**src/rtl/vec_pkg.sv**
```systemverilog
// Shared types for the XY vector stepper.
//   coord_t     : 13-bit unsigned beam coordinate
//   intens_t    : 4-bit beam intensity (0 = blanked)
//   vec_state_e : stepper control states
package vec_pkg;

    localparam int COORD_W = 13;

    typedef logic [COORD_W-1:0] coord_t;
    typedef logic [3:0]         intens_t;

    typedef enum logic [2:0] {
        IDLE,
        FETCH,
        BLANK,
        SETTLE,
        DRAW
    } vec_state_e;

endpackage

```
**src/rtl/vec_dda_step.sv**
```systemverilog
// One Bresenham step, purely combinational.
// Ports:
//   curX, curY     : current beam point
//   err            : current decision variable (signed)
//   xMajor         : 1 when X is the major (always stepping) axis
//   xNeg, yNeg     : direction flags (1 = decreasing coordinate)
//   dx, dy         : absolute axis deltas of the segment
//   nextX, nextY   : point after one step
//   nextErr        : decision variable after one step
module vec_dda_step
    import vec_pkg::*;
(
    input  coord_t             curX,
    input  coord_t             curY,
    input  logic signed [14:0] err,
    input  logic               xMajor,
    input  logic               xNeg,
    input  logic               yNeg,
    input  logic [13:0]        dx,
    input  logic [13:0]        dy,
    output coord_t             nextX,
    output coord_t             nextY,
    output logic signed [14:0] nextErr
);

    logic [13:0]        major;
    logic [13:0]        minor;
    logic               minorStep;
    logic               stepX;
    logic               stepY;
    logic signed [15:0] errWide;

    always_comb begin
        major     = xMajor ? dx : dy;
        minor     = xMajor ? dy : dx;
        // The minor axis moves once the accumulated error has gone positive;
        // ties (err == 0) stay put, so half-way points round toward the start.
        minorStep = (err > 15'sd0);
        stepX     = xMajor | minorStep;
        stepY     = ~xMajor | minorStep;

        errWide = $signed({err[14], err}) + $signed({1'b0, minor, 1'b0});
        if (minorStep) begin
            errWide = errWide - $signed({1'b0, major, 1'b0});
        end
        // err stays within (-2*major, 2*minor], which always fits 15 bits.
        nextErr = errWide[14:0];

        nextX = curX;
        if (stepX) begin
            nextX = xNeg ? (curX - coord_t'(1)) : (curX + coord_t'(1));
        end
        nextY = curY;
        if (stepY) begin
            nextY = yNeg ? (curY - coord_t'(1)) : (curY + coord_t'(1));
        end
    end

endmodule

```
**src/rtl/vec_xy_stepper.sv**
```systemverilog
// XY vector stepper: pops line segments from the line-register queue and
// steps the beam along each with an integer Bresenham DDA, producing a
// valid/ready stream of X/Y/Z points for an XY vector DAC. Disjoint segments
// are preceded by a blanked move to the segment start.
// Build option: define VEC_SETTLE_EN to insert SETTLE_CYCLES idle cycles
// after every blanked move so the deflection amplifiers can settle.
// Ports:
//   clk, rst            : clock, synchronous active-high reset
//   q_start_x/y, q_end_x/y, q_intensity, q_empty : queue head
//   q_read              : one-cycle pop strobe
//   dac_x, dac_y, dac_z : beam point (top DAC_W coordinate bits, intensity)
//   dac_valid/dac_ready : point handshake
//   line_done           : one-cycle pulse after a segment's last point
//   busy                : stepper not idle
module vec_xy_stepper
    import vec_pkg::*;
#(
    parameter int DAC_W         = 10,
    parameter int STEP_DIV      = 4,
    parameter int SETTLE_CYCLES = 16
) (
    input  logic             clk,
    input  logic             rst,
    input  coord_t           q_start_x,
    input  coord_t           q_start_y,
    input  coord_t           q_end_x,
    input  coord_t           q_end_y,
    input  intens_t          q_intensity,
    input  logic             q_empty,
    output logic             q_read,
    output logic [DAC_W-1:0] dac_x,
    output logic [DAC_W-1:0] dac_y,
    output logic [3:0]       dac_z,
    output logic             dac_valid,
    input  logic             dac_ready,
    output logic             line_done,
    output logic             busy
);

    if (STEP_DIV < 1 || SETTLE_CYCLES < 1) begin : gParamCheck
        $error("vec_xy_stepper: STEP_DIV and SETTLE_CYCLES must be >= 1");
    end

    localparam int RATE_W = (STEP_DIV > 1) ? $clog2(STEP_DIV) : 1;

    vec_state_e         state;
    vec_state_e         nextState;
    logic [RATE_W-1:0]  rateCnt;
    coord_t             bx, by;
    coord_t             sx, sy, ex, ey;
    intens_t            latI;
    coord_t             curX, curY;
    logic               xNeg, yNeg, xMajor;
    logic [13:0]        dx, dy, stepsLeft;
    logic signed [14:0] err;
    logic               lineDone;
    logic               qRead;
    logic               xfer;
    logic               needBlank;

    logic [13:0]        fDx, fDy, fMinor, fSteps;
    logic               fXNeg, fYNeg, fXMajor;
    logic signed [14:0] fErr;

    coord_t             nextX, nextY;
    logic signed [14:0] nextErr;
    coord_t             ptX, ptY;
    intens_t            ptZ;

    vec_dda_step uDda (
        .curX    (curX),
        .curY    (curY),
        .err     (err),
        .xMajor  (xMajor),
        .xNeg    (xNeg),
        .yNeg    (yNeg),
        .dx      (dx),
        .dy      (dy),
        .nextX   (nextX),
        .nextY   (nextY),
        .nextErr (nextErr)
    );

    // Segment setup, evaluated from the latched queue entry during FETCH.
    always_comb begin
        fXNeg   = (ex < sx);
        fYNeg   = (ey < sy);
        fDx     = fXNeg ? {1'b0, sx - ex} : {1'b0, ex - sx};
        fDy     = fYNeg ? {1'b0, sy - ey} : {1'b0, ey - sy};
        fXMajor = (fDx >= fDy);
        fSteps  = fXMajor ? fDx : fDy;
        fMinor  = fXMajor ? fDy : fDx;
        fErr    = $signed({fMinor, 1'b0}) - $signed({1'b0, fSteps});
    end

    // Moves (intensity 0) jump straight to their end point, so they never blank.
    assign needBlank = ((sx != bx) || (sy != by)) && (latI != '0);

    // A point is offered only once the rate counter has run out.
    assign dac_valid = ((state == BLANK) || (state == DRAW)) && (rateCnt == '0);
    assign xfer      = dac_valid && dac_ready;

    always_comb begin
        ptX = curX;
        ptY = curY;
        ptZ = latI;
        if (state == BLANK) begin
            ptX = sx;
            ptY = sy;
            ptZ = '0;
        end
    end

    assign dac_x     = dac_valid ? ptX[COORD_W-1 -: DAC_W] : '0;
    assign dac_y     = dac_valid ? ptY[COORD_W-1 -: DAC_W] : '0;
    assign dac_z     = dac_valid ? ptZ : '0;
    assign q_read    = qRead;
    assign line_done = lineDone;
    assign busy      = (state != IDLE);

`ifdef VEC_SETTLE_EN
    localparam int SET_W = (SETTLE_CYCLES > 1) ? $clog2(SETTLE_CYCLES) : 1;
    logic [SET_W-1:0] settleCnt;

    always_ff @(posedge clk) begin
        if (rst) begin
            settleCnt <= '0;
        end else if ((state == BLANK) && xfer) begin
            settleCnt <= SET_W'(SETTLE_CYCLES - 1);
        end else if ((state == SETTLE) && (settleCnt != '0)) begin
            settleCnt <= settleCnt - SET_W'(1);
        end
    end
`endif

    always_comb begin
        nextState = state;
        qRead     = 1'b0;
        case (state)
            IDLE: begin
                // Hold off one cycle while line_done pulses so the next pop
                // lands strictly after it.
                if (!q_empty && !lineDone) begin
                    qRead     = 1'b1;
                    nextState = FETCH;
                end
            end
            FETCH: begin
                nextState = needBlank ? BLANK : DRAW;
            end
            BLANK: begin
                if (xfer) begin
`ifdef VEC_SETTLE_EN
                    nextState = SETTLE;
`else
                    nextState = DRAW;
`endif
                end
            end
            SETTLE: begin
`ifdef VEC_SETTLE_EN
                if (settleCnt == '0) begin
                    nextState = DRAW;
                end
`else
                nextState = DRAW;
`endif
            end
            DRAW: begin
                if (xfer && (stepsLeft == '0)) begin
                    nextState = IDLE;
                end
            end
            default: nextState = IDLE;
        endcase
    end

    // Control: state, rate limiter, beam position, completion pulse.
    always_ff @(posedge clk) begin
        if (rst) begin
            state    <= IDLE;
            rateCnt  <= '0;
            bx       <= '0;
            by       <= '0;
            lineDone <= 1'b0;
        end else begin
            state    <= nextState;
            lineDone <= (state == DRAW) && xfer && (stepsLeft == '0);
            if (xfer) begin
                rateCnt <= RATE_W'(STEP_DIV - 1);
            end else if (rateCnt != '0) begin
                rateCnt <= rateCnt - RATE_W'(1);
            end
            if (xfer) begin
                bx <= (state == BLANK) ? sx : curX;
                by <= (state == BLANK) ? sy : curY;
            end
        end
    end

    // Segment datapath: queue latch, DDA setup and stepping.
    always_ff @(posedge clk) begin
        if (qRead) begin
            sx   <= q_start_x;
            sy   <= q_start_y;
            ex   <= q_end_x;
            ey   <= q_end_y;
            latI <= q_intensity;
        end
        if (state == FETCH) begin
            xNeg   <= fXNeg;
            yNeg   <= fYNeg;
            xMajor <= fXMajor;
            dx     <= fDx;
            dy     <= fDy;
            err    <= fErr;
            if (latI == '0) begin
                curX      <= ex;
                curY      <= ey;
                stepsLeft <= '0;
            end else begin
                curX      <= sx;
                curY      <= sy;
                stepsLeft <= fSteps;
            end
        end
        if ((state == DRAW) && xfer && (stepsLeft != '0)) begin
            curX      <= nextX;
            curY      <= nextY;
            err       <= nextErr;
            stepsLeft <= stepsLeft - 14'd1;
        end
    end

endmodule
```
**config.mk**
```make
export PLATFORM = sky130hd
export DESIGN_NAME = vec_xy_stepper
export DESIGN_NICKNAME = d
export VERILOG_FILES = /design/src/rtl/vec_pkg.sv /design/src/rtl/vec_dda_step.sv /design/src/rtl/vec_xy_stepper.sv
export SDC_FILE = /design/constraint.sdc
export NUM_CORES = 1
export LEC_CHECK = 0
export BUFFER_PORTS_ARGS = -buffer_cell sky130_fd_sc_hd__buf_2
export CORE_ASPECT_RATIO = 1.25
export CORE_MARGIN = 4
export CORE_UTILIZATION = 30
export CTS_CLUSTER_SIZE = 28
export DETAILED_ROUTE_END_ITERATION = 6
export HOLD_SLACK_MARGIN = 0.03
export PLACE_DENSITY = 0.57
export SYNTH_ARGS = -nofsm -noshare
export SYNTH_HDL_FRONTEND = slang
export SYNTH_SLANG_ARGS = --single-unit
```
**constraint.sdc**
```tcl
create_clock -name clk -period 18.1 [get_ports clk]
set_input_delay 3.62 -clock clk [delete_from_list [all_inputs] [get_ports clk]]
set_output_delay 3.62 -clock clk [all_outputs]
set_load 0.005 [all_outputs]
```
Yosys cells after proc, flatten, opt, wreduce, memory -nomap -nowiden
Cells that the tools add are included.
{"block": "word_totals", "regBits": 174, "latchBits": 0, "mem_bits_rw": 0, "mem_bits_ro": 0, "inputBits": 60, "output_inout_bits": 28, "elab_cells": 112, "n_memories": 0}
{"block": "classes", "add_sub_neg": 13, "multipliers": 0, "n_div": 0, "magnitude_cmp": 4, "n_eq_ne": 11, "shift": 0, "muxes": 37, "n_bitwise": 3, "reduce_logical": 25}
{"cell": "13-bit two-way mux", "n": 17}
{"cell": "14-bit two-way mux", "n": 4}
{"cell": "13-bit subtractor", "n": 4}
{"cell": "15-bit two-way mux", "n": 3}
{"cell": "13-bit by 1-bit adder with 13-bit output, second input constant", "n": 2}
{"cell": "13-bit less-than comparator", "n": 2}
{"cell": "13-bit != test", "n": 2}
{"cell": "13-bit by 1-bit subtractor with 13-bit output, second input constant", "n": 2}
{"cell": "10-bit two-way mux", "n": 2}
{"cell": "15-bit adder", "n": 1}
{"cell": "15-bit by 1-bit greater-than comparator with 1-bit output, second input constant", "n": 1}
{"cell": "3-bit one-hot mux with 5 select lines", "n": 1}
{"cell": "14-bit by 13-bit subtractor with 15-bit output", "n": 1}
{"cell": "15-bit subtractor", "n": 1}
{"cell": "14-bit logical NOT", "n": 1}
{"cell": "14-bit nonzero test", "n": 1}
{"cell": "14-bit by 1-bit subtractor with 14-bit output, second input constant", "n": 1}
{"cell": "13-bit greater-or-equal comparator", "n": 1}
{"cell": "3-bit two-way mux", "n": 4}
{"cell": "1-bit logical AND", "n": 8}
{"cell": "4-bit two-way mux", "n": 2}
{"cell": "3-bit by 2-bit == test with 1-bit output, second input constant", "n": 2}
{"cell": "2-bit by 1-bit != test with 1-bit output, second input constant", "n": 3}
{"cell": "2-bit nonzero test", "n": 3}
{"cell": "other kinds (17)", "n": 24}

Longest topological paths before layout
{"block": "depth", "word_depth": 8, "ltp_mapped": 38, "depth_no_buf": 34}

Hierarchy
From an unflattened synthesis, not the netlist that was laid out.
{"block": "unflattened", "hier_cells": 1476, "hier_area_um2": 13855.8}
{"module": "vec_xy_stepper", "instances": 1, "cells_per_inst": 1070, "area_per_inst_um2": 10938.0, "seq_area_each_um2": 4844.6}
{"module": "vec_dda_step", "instances": 1, "cells_per_inst": 406, "area_per_inst_um2": 2917.8, "seq_area_each_um2": 0.0}

Least setup slack after synthesis
No wires, ideal clock.
{"block": "synth_path", "path_type": "input to output", "startpoint": "in q_empty", "endpoint": "out q_read", "arrival_time_ns": 7.907, "required_time_ns": 14.480, "setup_slack_ns": 6.573, "stages": 2, "path_buffers": 0, "path_cell_list": "or3_1 nor3_1"}
{"block": "synth_between", "elab_chain_len": 4}
{"element": "start, declared", "line_no": "vec_xy_stepper.sv:29", "source": "input logic q_empty,"}
{"element": "1-bit logical NOT", "line_no": "vec_xy_stepper.sv:143", "source": "if (!q_empty && !lineDone) begin"}
{"element": "1-bit logical AND", "line_no": "vec_xy_stepper.sv:143"}
{"element": "1-bit two-way mux", "line_no": "vec_xy_stepper.sv:143"}
{"element": "1-bit two-way mux", "line_no": "vec_xy_stepper.sv:139", "source": "case (state)"}
{"element": "end, declared", "line_no": "vec_xy_stepper.sv:30", "source": "output logic q_read,"}
Every way passes these cells.

Worst setup path after layout
Ends and elaborated chain as after synthesis.

==> impl_metrics.yaml <==
timing:
  tightest_slew_ns: 1.22
  rsz0062_at_grt: "false"
  max_slew_margin_pct: 18.2
  drv_slew: 0
  hold_viol: 0
  fmax_mhz: 115
  period_share_pct: 48.0
  fin_skew_ns: 0.0119
  period_needed_ns: 8.70
  setup_viol: 0
  setup-tns-final_ns: 0
status:
  outcome: "finished, final reports clean"
clock_network:
  holdBufCountCts: 0
  cts_resized: 0
  htree_levels: 4
  cts.sink_count: 172
  numCtsBuffers: 17
  clk_pin_slew_worst_paths_ns: 0.07
  cts_setup_buffers: 0
  root_buffer: "clkbuf_16"
  tritoncts: "yes"
  cts_buffer_depth: 2
  clkLatencyLatePin_ns: 0.46
run:
  maxCapViolations: 0
synthesis:
  netlist_area_mm2: 0.0131
  syn-mean-instance-area_um2: 9.60
  synth_edf_count: 140
  syn-num-nets: 1558
  synthTopCellsByArea: "edfxtp_1 (32%), ha_1 (11%), xnor2_1 (5.9%), mux2i_1 (5.8%), dfxtp_1 (4.9%)"
  ys.flop_type: "edfxtp_1"
  ys_types: 77
  ys_seq_elements: 172
  synthArstFlopShare_pct: 0
  syn_inst: 1369
  yosysWarnings: 0
  yosysTopAreaCell: "edfxtp_1"
  synth-seq-area-share_pct: 36.9
  synth_top_area_share_pct: 32.0
die:
  die_area_mm2: 0.0473
  rows: 85
  start_util_pct: 30.4
  die_w_um: 195
  io_pins: 88
  die_h_um: 242
  fp.coreArea_mm2: 0.0432
worst_setup_path:
  crit_type: "in2out"
  end_kind: "output pin"
  worst_ep_arrival_time_ns: 5.08
  startpoint_type: "input pin"
  crit_path_max_fanout: 57
  cp_data_required_time_ns: 14.48
route:
  via_count: 10042
  drtAntennaViolNets: 0
  drc: 0
  drt_iter0_drc: 498
  dr.pass1.iters: 4
  routed_wl_mm: 33.4
  via_per_inst: 4.99
  wl_per_cell_um: 16.6
global_route:
  antenna_found_initial: 0
  gr-usage-all-layers_pct: 14.1
  grt_max_degree: 61
  grt_pass1_wl_mm: 54.2
  grt-ovfl-total: 0
  grt_pass1_vias: 10390
cells_and_area:
  fin_nets: 1625
  area_growth_pct: 12.3
  antenna_cells: 0
  drive_gt1_share_pct: 13.0
  fin_util_pct: 34.2
power:
  power_density_mw_per_mm2: 163
  leakagePower_uw: 0.00595
  max-vdd-ir-drop_mv: 0.0764
placement:
  gp_congestion: 0.827
  dp_hpwl_mm: 25.8
  numPortBuffers: 87
hold_path:
  hp-class: "reg2reg"
-- through the flow --
stage | hold slack, ns | power (uW) | std cells | setup WS (ns) | cell area (um2)
after floorplan | 0.465 | 1750 | 1369 | 6.57 | 13100
after global placement | 0.486 | 2020 | 1982 | 9.37 | 14200
after detailed placement | 0.503 | 2050 | 1982 | 9.38 | 14200
after CTS | 0.513 | 2420 | 2014 | 9.37 | 14800
after global routing | 0.535 | 2640 | 2014 | 9.21 | 14800
final | 0.510 | 2400 | 2014 | 9.40 | 14800
-- synthesized netlist by cell type (5+ instances only) --
library cell and n:
a21o_1 26, a21boi_0 16, nand2b_1 9, o211ai_1 9, ha_1 120, mux2_2 26
dfxtp_1 32, clkbuf_1 40, inv_1 137, xor2_1 19, o22ai_1 15, or2_2 6
nor2b_1 19, edfxtp_1 140, a21oi_1 101, nand4_1 8, mux2i_1 76, or3_1 13
nand2_1 75, o21bai_1 16, nor3b_1 13, nor2_1 105, o21ai_0 88, nor4_1 8
xnor2_1 88, and4_1 5, nand3_1 10, a31oi_1 10, o31ai_1 7, nor3_1 15
fa_1 9, o21a_1 5, a211oi_1 30
-- state kept, by name, summed over array words and instances, names as in the netlist, 2 cells and up --
register,cells
state,3
err,15
bx,13
dy,13
latI,4
sx,13
ex,13
curX,13
ey,13
stepsLeft,14
dx,13
by,13
sy,13
curY,13
rateCnt,2
-- critical path, stage by stage --
cell and delay [ns]:
buf_2 0.09, or3_1 0.37, nor3_2 0.12, buf_4 0.62, buf_2 0.23
-- area by class of cell --
class / count / area (um2)
flip-flops and latches: 172 / 4840
well taps: 565 / 707
clock buffers: 22 / 485
clock inverters: 10 / 76.3
multi-input cells: 1007 / 7600
fillers: 4488 / 28400
repair buffers: 100 / 533
inverters: 138 / 518
-- power breakdown --
part           total [uW]  internal, uW  switching, uW
clock network         358           193            165
logic                1450           637            814
registers             591           544           46.2
-- kinds of logic after synthesis --
kind of cell               share of synthesized area [%]
AOI/OAI and AO/OA                                   17.2
DFF                                                 36.9
muxes                                               8.32
xor gates and xnor gates                            7.42
adders and majority gates                           13.2
buffers and inverters                               5.69
and+or+nand+nor                                     11.4
-- worst paths after layout --
kind	startpoint	end	slack, ns	cells past startpoint
max	q_empty	q_read	9.40	5
min	by[6]	by[6]	0.51	2
max reg2reg	sx[6]	err[12]	9.82	30
min reg2reg	by[6]	by[6]	0.51	2
-- routing by layer --
layer	track usage (%)	up-vias	share of wire, %
met5	0	-	0
met4	5.16	0	3.1
met3	2.04	51	3.1
met2	25.7	184	51
met1	16.6	4768	43
li1	-	5039	-
-- layout by cell type (no fill, tap or decap), types with 30 or more instances in the layout --
master,count
a211oi_1,30
a21oi_1,101
buf_2,87
dfxtp_1,32
edfxtp_1,140
ha_1,120
inv_1,137
mux2i_1,76
nand2_1,75
nor2_1,104
o21ai_0,88
xnor2_1,88
(Power assumes the default switching activity.)
